[config.mk]
export PLATFORM = sky130hd
export DESIGN_NAME = serial_add_ctrl
export DESIGN_NICKNAME = d
export VERILOG_FILES = /design/src/rtl/serial_add_pkg.sv /design/src/rtl/serial_add_cell.sv /design/src/rtl/serial_add_ctrl.sv
export SDC_FILE = /design/constraint.sdc
export NUM_CORES = 1
export LEC_CHECK = 0
export CAP_MARGIN = 20
export CORE_ASPECT_RATIO = 0.6
export CORE_MARGIN = 2
export CORE_UTILIZATION = 55
export CTS_BUF_LIST = sky130_fd_sc_hd__clkbuf_2
export DETAILED_ROUTE_END_ITERATION = 10
export PLACE_DENSITY = 0.87
export SLEW_MARGIN = 40
export SYNTH_ARGS = -nofsm -noshare
export SYNTH_HDL_FRONTEND = slang
export SYNTH_SLANG_ARGS = --single-unit
[constraint.sdc]
create_clock -name clk -period 4.6 [get_ports clk]
set_clock_uncertainty 0.15 [all_clocks]
set_input_delay 1.38 -clock clk [delete_from_list [all_inputs] [get_ports clk]]
set_output_delay 1.38 -clock clk [all_outputs]
set_load 0.005 [all_outputs]
[src/rtl/serial_add_pkg.sv]
// Shared definitions for the bit-serial adder controller: FSM state encoding
// and the default operand width.
package serial_add_pkg;

  localparam int SERIAL_ADD_DEFAULT_WIDTH = 8;

  typedef enum logic [1:0] {
    IDLE = 2'd0,
    RUN  = 2'd1,
    DONE = 2'd2
  } state_t;

endpackage

[src/rtl/serial_add_cell.sv]
// One-bit full adder cell. Purely combinational; the controller clocks it once
// per operand bit.
module serial_add_cell (
  input  logic a,
  input  logic b,
  input  logic ci,
  output logic s,
  output logic co
);

  assign s  = a ^ b ^ ci;
  assign co = (a & b) | (a & ci) | (b & ci);

endmodule

[src/rtl/serial_add_ctrl.sv]
// Bit-serial adder controller: adds two WIDTH-bit operands plus carry-in by
// stepping a single full adder cell over WIDTH cycles, LSB first.
// Optional feature macro: SERIAL_ADD_SUB_EN adds a 'sub' port selecting
// a - b (b inverted, carry forced to 1; cout=1 means no borrow).
module serial_add_ctrl
  import serial_add_pkg::*;
#(
  parameter int WIDTH = SERIAL_ADD_DEFAULT_WIDTH
) (
  input  logic             clk,
  input  logic             rst,
  input  logic             start,
  input  logic [WIDTH-1:0] a,
  input  logic [WIDTH-1:0] b,
  input  logic             cin,
`ifdef SERIAL_ADD_SUB_EN
  input  logic             sub,
`endif
  output logic             busy,
  output logic             done,
  output logic [WIDTH-1:0] sum,
  output logic             cout
);

  // One extra bit so the counter can step past WIDTH-1 on the final RUN edge.
  localparam int CW = $clog2(WIDTH) + 1;

  state_t           state_reg, state_next;
  logic [WIDTH-1:0] a_sr_reg, b_sr_reg, sum_reg;
  logic [WIDTH-1:0] a_sr_next, b_sr_next, sum_next;
  logic             carry_reg, cout_reg;
  logic [CW-1:0]    cnt_reg;
  logic             cell_s, cell_co;
  logic             last_bit;
  logic [WIDTH-1:0] b_load;
  logic             carry_load;

  // Operand B and initial carry as captured on an accepted start.
`ifdef SERIAL_ADD_SUB_EN
  assign b_load     = sub ? ~b : b;
  assign carry_load = sub ? 1'b1 : cin;
`else
  assign b_load     = b;
  assign carry_load = cin;
`endif

  assign last_bit = (cnt_reg == CW'(WIDTH - 1));

  serial_add_cell u_cell (
    .a  (a_sr_reg[0]),
    .b  (b_sr_reg[0]),
    .ci (carry_reg),
    .s  (cell_s),
    .co (cell_co)
  );

  // Shifted register images: operands shift right with zero fill, the result
  // shifts right taking the new cell sum at the MSB. Written per bit so that
  // WIDTH=1 degenerates cleanly to a single MSB assignment.
  assign a_sr_next[WIDTH-1] = 1'b0;
  assign b_sr_next[WIDTH-1] = 1'b0;
  assign sum_next[WIDTH-1]  = cell_s;

  generate
    for (genvar gi = 0; gi < WIDTH - 1; gi++) begin : g_shift
      assign a_sr_next[gi] = a_sr_reg[gi+1];
      assign b_sr_next[gi] = b_sr_reg[gi+1];
      assign sum_next[gi]  = sum_reg[gi+1];
    end
  endgenerate

  // State register.
  always_ff @(posedge clk) begin
    if (rst) begin
      state_reg <= IDLE;
    end else begin
      state_reg <= state_next;
    end
  end

  // Next-state logic: start only matters in IDLE; DONE lasts one cycle.
  always_comb begin
    state_next = state_reg;
    case (state_reg)
      IDLE:    if (start) state_next = RUN;
      RUN:     if (last_bit) state_next = DONE;
      DONE:    state_next = IDLE;
      default: state_next = IDLE;
    endcase
  end

  // Datapath: capture on accepted start, one bit per RUN edge, hold otherwise.
  always_ff @(posedge clk) begin
    if (rst) begin
      a_sr_reg  <= '0;
      b_sr_reg  <= '0;
      sum_reg   <= '0;
      carry_reg <= 1'b0;
      cout_reg  <= 1'b0;
      cnt_reg   <= '0;
    end else begin
      case (state_reg)
        IDLE: begin
          if (start) begin
            a_sr_reg  <= a;
            b_sr_reg  <= b_load;
            carry_reg <= carry_load;
            cnt_reg   <= '0;
            sum_reg   <= '0;
            cout_reg  <= 1'b0;
          end
        end
        RUN: begin
          a_sr_reg  <= a_sr_next;
          b_sr_reg  <= b_sr_next;
          sum_reg   <= sum_next;
          carry_reg <= cell_co;
          cnt_reg   <= cnt_reg + 1'b1;
          if (last_bit) begin
            cout_reg <= cell_co;
          end
        end
        default: begin
        end
      endcase
    end
  end

  // Outputs decode directly from registers; no input reaches them combinationally.
  assign busy = (state_reg != IDLE);
  assign done = (state_reg == DONE);
  assign sum  = sum_reg;
  assign cout = cout_reg;

endmodule
==> results.txt <==
* Sequence of cells on the critical path: nor2_1, inv_1, clkdlybuf4s50_1
- The total count of hold-check failures in the final report was 0.
- The number of clock buffers added by TritonCTS is 5.
- Levels on crit path: 3
* Share of Yosys cell area claimed by the top area cell type: 0.4785
- Ys async rst share: 0
- Maximum number of pins on one net before global-route repair: 33
* Critical-path maximum fanout: 17
* Post-CTS setup buffer count: 0
* Fmax achieved: 292.3 MHz
- Largest buffer count on any clock path: 2
* Die H: 42.22 µm
* Total setup violations reported at the end of the flow: 0
- CP max stage cell: sky130_fd_sc_hd__dfxtp_1
* Cell types with the largest area share after synthesis: sky130_fd_sc_hd__dfxtp_1, sky130_fd_sc_hd__nor2_1, sky130_fd_sc_hd__a211oi_1
- The H-tree generated during clock tree synthesis spans 2 levels.
- Synth Cell Area: 0.001339 mm²
- The initial antenna violation count is 0.
- At the end of the flow, the number of nets in the layout was 197.
- Number of DRC violations after detailed-routing iteration 0: 71
- Final Slew Violations: 0
- Counting distinct cell types in the post-synthesis netlist gives 31.
* Critical Setup Path Class: flip-flop to output pin
* Worst stage delay on the critical path: 740 ps
* Unrepaired setup endpoints after global routing: false
* Number of warnings reported in the yosys synthesis log: 0
- The filler cells instantiated in the layout total 164.
- Number of storage elements in the synthesis netlist: 32
* Layout cell share with drive strength beyond 1: 0.05202
- The startpoint identified for the worst register-to-register timing path is state_reg[0].
- A synthesized cell averages 8.985 µm².
- Detailed placement finished with a half-perimeter wire length of 2067 µm.
- Routability-driven placement congestion ratio: 0.7839
- Post-synthesis sequential area ratio: 0.4785
- Among all flip-flop cells after synthesis, the most frequent one is sky130_fd_sc_hd__dfxtp_1.
* Drt drc: 0
- Summed over all failing endpoints, the final setup total negative slack is 0 ps.
- Die Outline Area: 0.002858 mm²
* Dominant delay contributor by cell family on the critical path: flip-flops
- Number of buffers inserted by port buffering: 30
- Number of resized instances in the post-cts repair step: 0
- The design draws 493.5 µW.
- Clock-pin transition on the worst setup and hold timing paths: 150 ps
- Worst R2R End: cout
- Arrival time worst endpoint: 1890 ps
- The number of nets handed over by synthesis was 171.
* Most frequent cell after synthesis: sky130_fd_sc_hd__nor2_1
- Dominant combinational cell family by area after synthesis: compound AO/OA/AOI/OAI gates
* Area Overhead vs Synth: 22.71%
- STA classifies the critical path startpoint as a flip-flop.
- Post-Synth XOR/XNOR Area: 0
- Area of the core: 0.002228 mm²
- Synth Area in Compound Gates: 0.2738
- At the pin with the least slew margin, the transition time is 752.5 ps.
- STA classifies the critical path endpoint as an output pin.
- Setup slack of the worst register-to-register path: 2630 ps
- For this design the ratio of total power to cell area is 300.4 mW/mm².
- IR analysis of the VDD net gives a maximum drop of 0.0001638 V.
* Count of buffering cells on the critical path with inverters included: 2
* Worst min-delay path category: flip-flop to flip-flop
* Routed wirelength normalized by instance count: 15.01 µm
- Critical path required time: 3070 ps
- For this block, the routed nets add up to 3047 µm of wire.
- For the worst-skew pair, the clock arrives at the later sink with an insertion delay of 370 ps.
* Slew margin rel.: 0.4973
* Drt via density: 6.015
- The floorplan has 13 rows.
* Cell depth of the worst flop-to-flop path: 3
- Sorting the synthesized cells by how often they occur yields sky130_fd_sc_hd__nor2_1, sky130_fd_sc_hd__dfxtp_1, sky130_fd_sc_hd__a211oi_1.
- The tree built by TritonCTS fans out to 32 sinks.
* Multiplexer share of the synthesized area: 0.007477
- Startpoint of the tightest hold check path: cnt_reg[3]
- Starting density of the core: 0.6008
* Minimum clock period after layout: 3421 ps
- The tree is rooted in a sky130_fd_sc_hd__clkbuf_2.
- Of the total synthesized cell area, the portion taken by full adders, half adders and majority gates is 0.02430.
- Placed cell count: 198
- Dividing the final minimum period by the clock period gives 0.7438.
- Total global routing overflow: 0
* Gate Count Post-Synth: 149
- Maximum capacitance violations: 0
- Post-Layout Cell Count: 203
- Antenna violation net count after detailed routing: 0
- Summed area of non-filler cells in the final layout: 0.001643 mm²
- Number of iterations in the first detailed-routing pass: 5
- Hold-fix buffers at CTS: 0
- Total I/O pin count: 31
- Detailed routing inserted a total of 1,221 vias.
- Width of the die: 67.70 µm
* Cell type contributing the most total cell area after synthesis: sky130_fd_sc_hd__dfxtp_1
* Placed Area: 0.001618 mm²
* Endpoint of the worst hold path: cnt_reg[3]
* Global-route wire length before repair: 5168 µm
* Vias in the first global route: 1,138
* P_leak: 0.6049 nW
* Antenna fix cells: 0
* Final cell utilization of the core: 0.7372
- Area share of and/or/nand/nor cells after synthesis: 0.1589
- Hold Crit Depth: 2
- The synthesized design contains 0 enable-type register cells.
- Across every metal layer, demand over resource in global routing totals 0.2445.
* Outcome: complete, no violations
* CTS tree: yes
[report_power, final]
part | switching [mW] | leakage, nW | total [mW] | internal (mW)
combinational | 0.0373 | 0.321 | 0.0750 | 0.0377
sequential | 0.0115 | 0.263 | 0.304 | 0.292
clock | 0.0855 | 0.0208 | 0.115 | 0.0290
total | 0.134 | 0.605 | 0.493 | 0.359
[how the worst max path moves through the flow]
| stage | start | slack (ps) | to |
|---|---|---|---|
| 6_report | state_reg[0] | 1180 | busy |
| 2_1_floorplan | state_reg[1] | 2250 | done |
| 4_1_cts | state_reg[0] | 1210 | busy |
| 5_1_grt | state_reg[0] | 1090 | busy |
| 3_5_place_dp | start | 1340 | sum[3] |
| 3_3_place_gp | start | 1380 | cnt_reg[1] |
[cells by family after synthesis]
logic type	after synthesis
flops	32
simple gates	50
compound gates	47
fa+ha+maj	2
mux	1
buf+inv	17
[final cells by class]
class / count / area (µm²) / area share
clock buffers: 5 / 25.02 / 0.01523
inverters: 6 / 22.52 / 0.01371
multi-input cells: 100 / 621.8 / 0.3785
flip-flops and latches: 32 / 640.6 / 0.3899
well taps: 30 / 37.54 / 0.02285
repair buffers: 30 / 295.3 / 0.1797
[tightest hold or removal path: cells and delay by family, from the launching register on]
kind / cells / cell delay (ps)
and+or+nand+nor: 1 / 60
AOI/OAI and AO/OA: 1 / 60
DFF: 1 / 350
[through the flow]
step / setup WS [ps] / hold WS [ps]
4_1_cts: 1212 / 361.1
2_1_floorplan: 2251 / 304.1
6_report: 1179 / 358.1
3_3_place_gp: 1385 / 318.1
5_1_grt: 1087 / 374.0
3_5_place_dp: 1339 / 329.2
[metal layers]
metal / track usage / up-vias / wire length, µm
li1: - / 592 / -
met1: 0.3104 / 585 / 1460
met2: 0.3804 / 37 / 1353
met3: 0.07258 / 7 / 176
met4: 0.1102 / 0 / 57
met5: 0 / - / 0
[placed cells by master, fill, tap and decap left out, types with 5 or more instances in the layout]
master,n
sky130_fd_sc_hd__a211oi_1,12
sky130_fd_sc_hd__clkbuf_2,5
sky130_fd_sc_hd__o2bb2ai_1,8
sky130_fd_sc_hd__dfxtp_1,32
sky130_fd_sc_hd__inv_1,5
sky130_fd_sc_hd__a22oi_1,8
sky130_fd_sc_hd__clkdlybuf4s50_1,29
sky130_fd_sc_hd__nor2_1,35
sky130_fd_sc_hd__o22ai_1,6
Power figures use the tool's default switching activity.
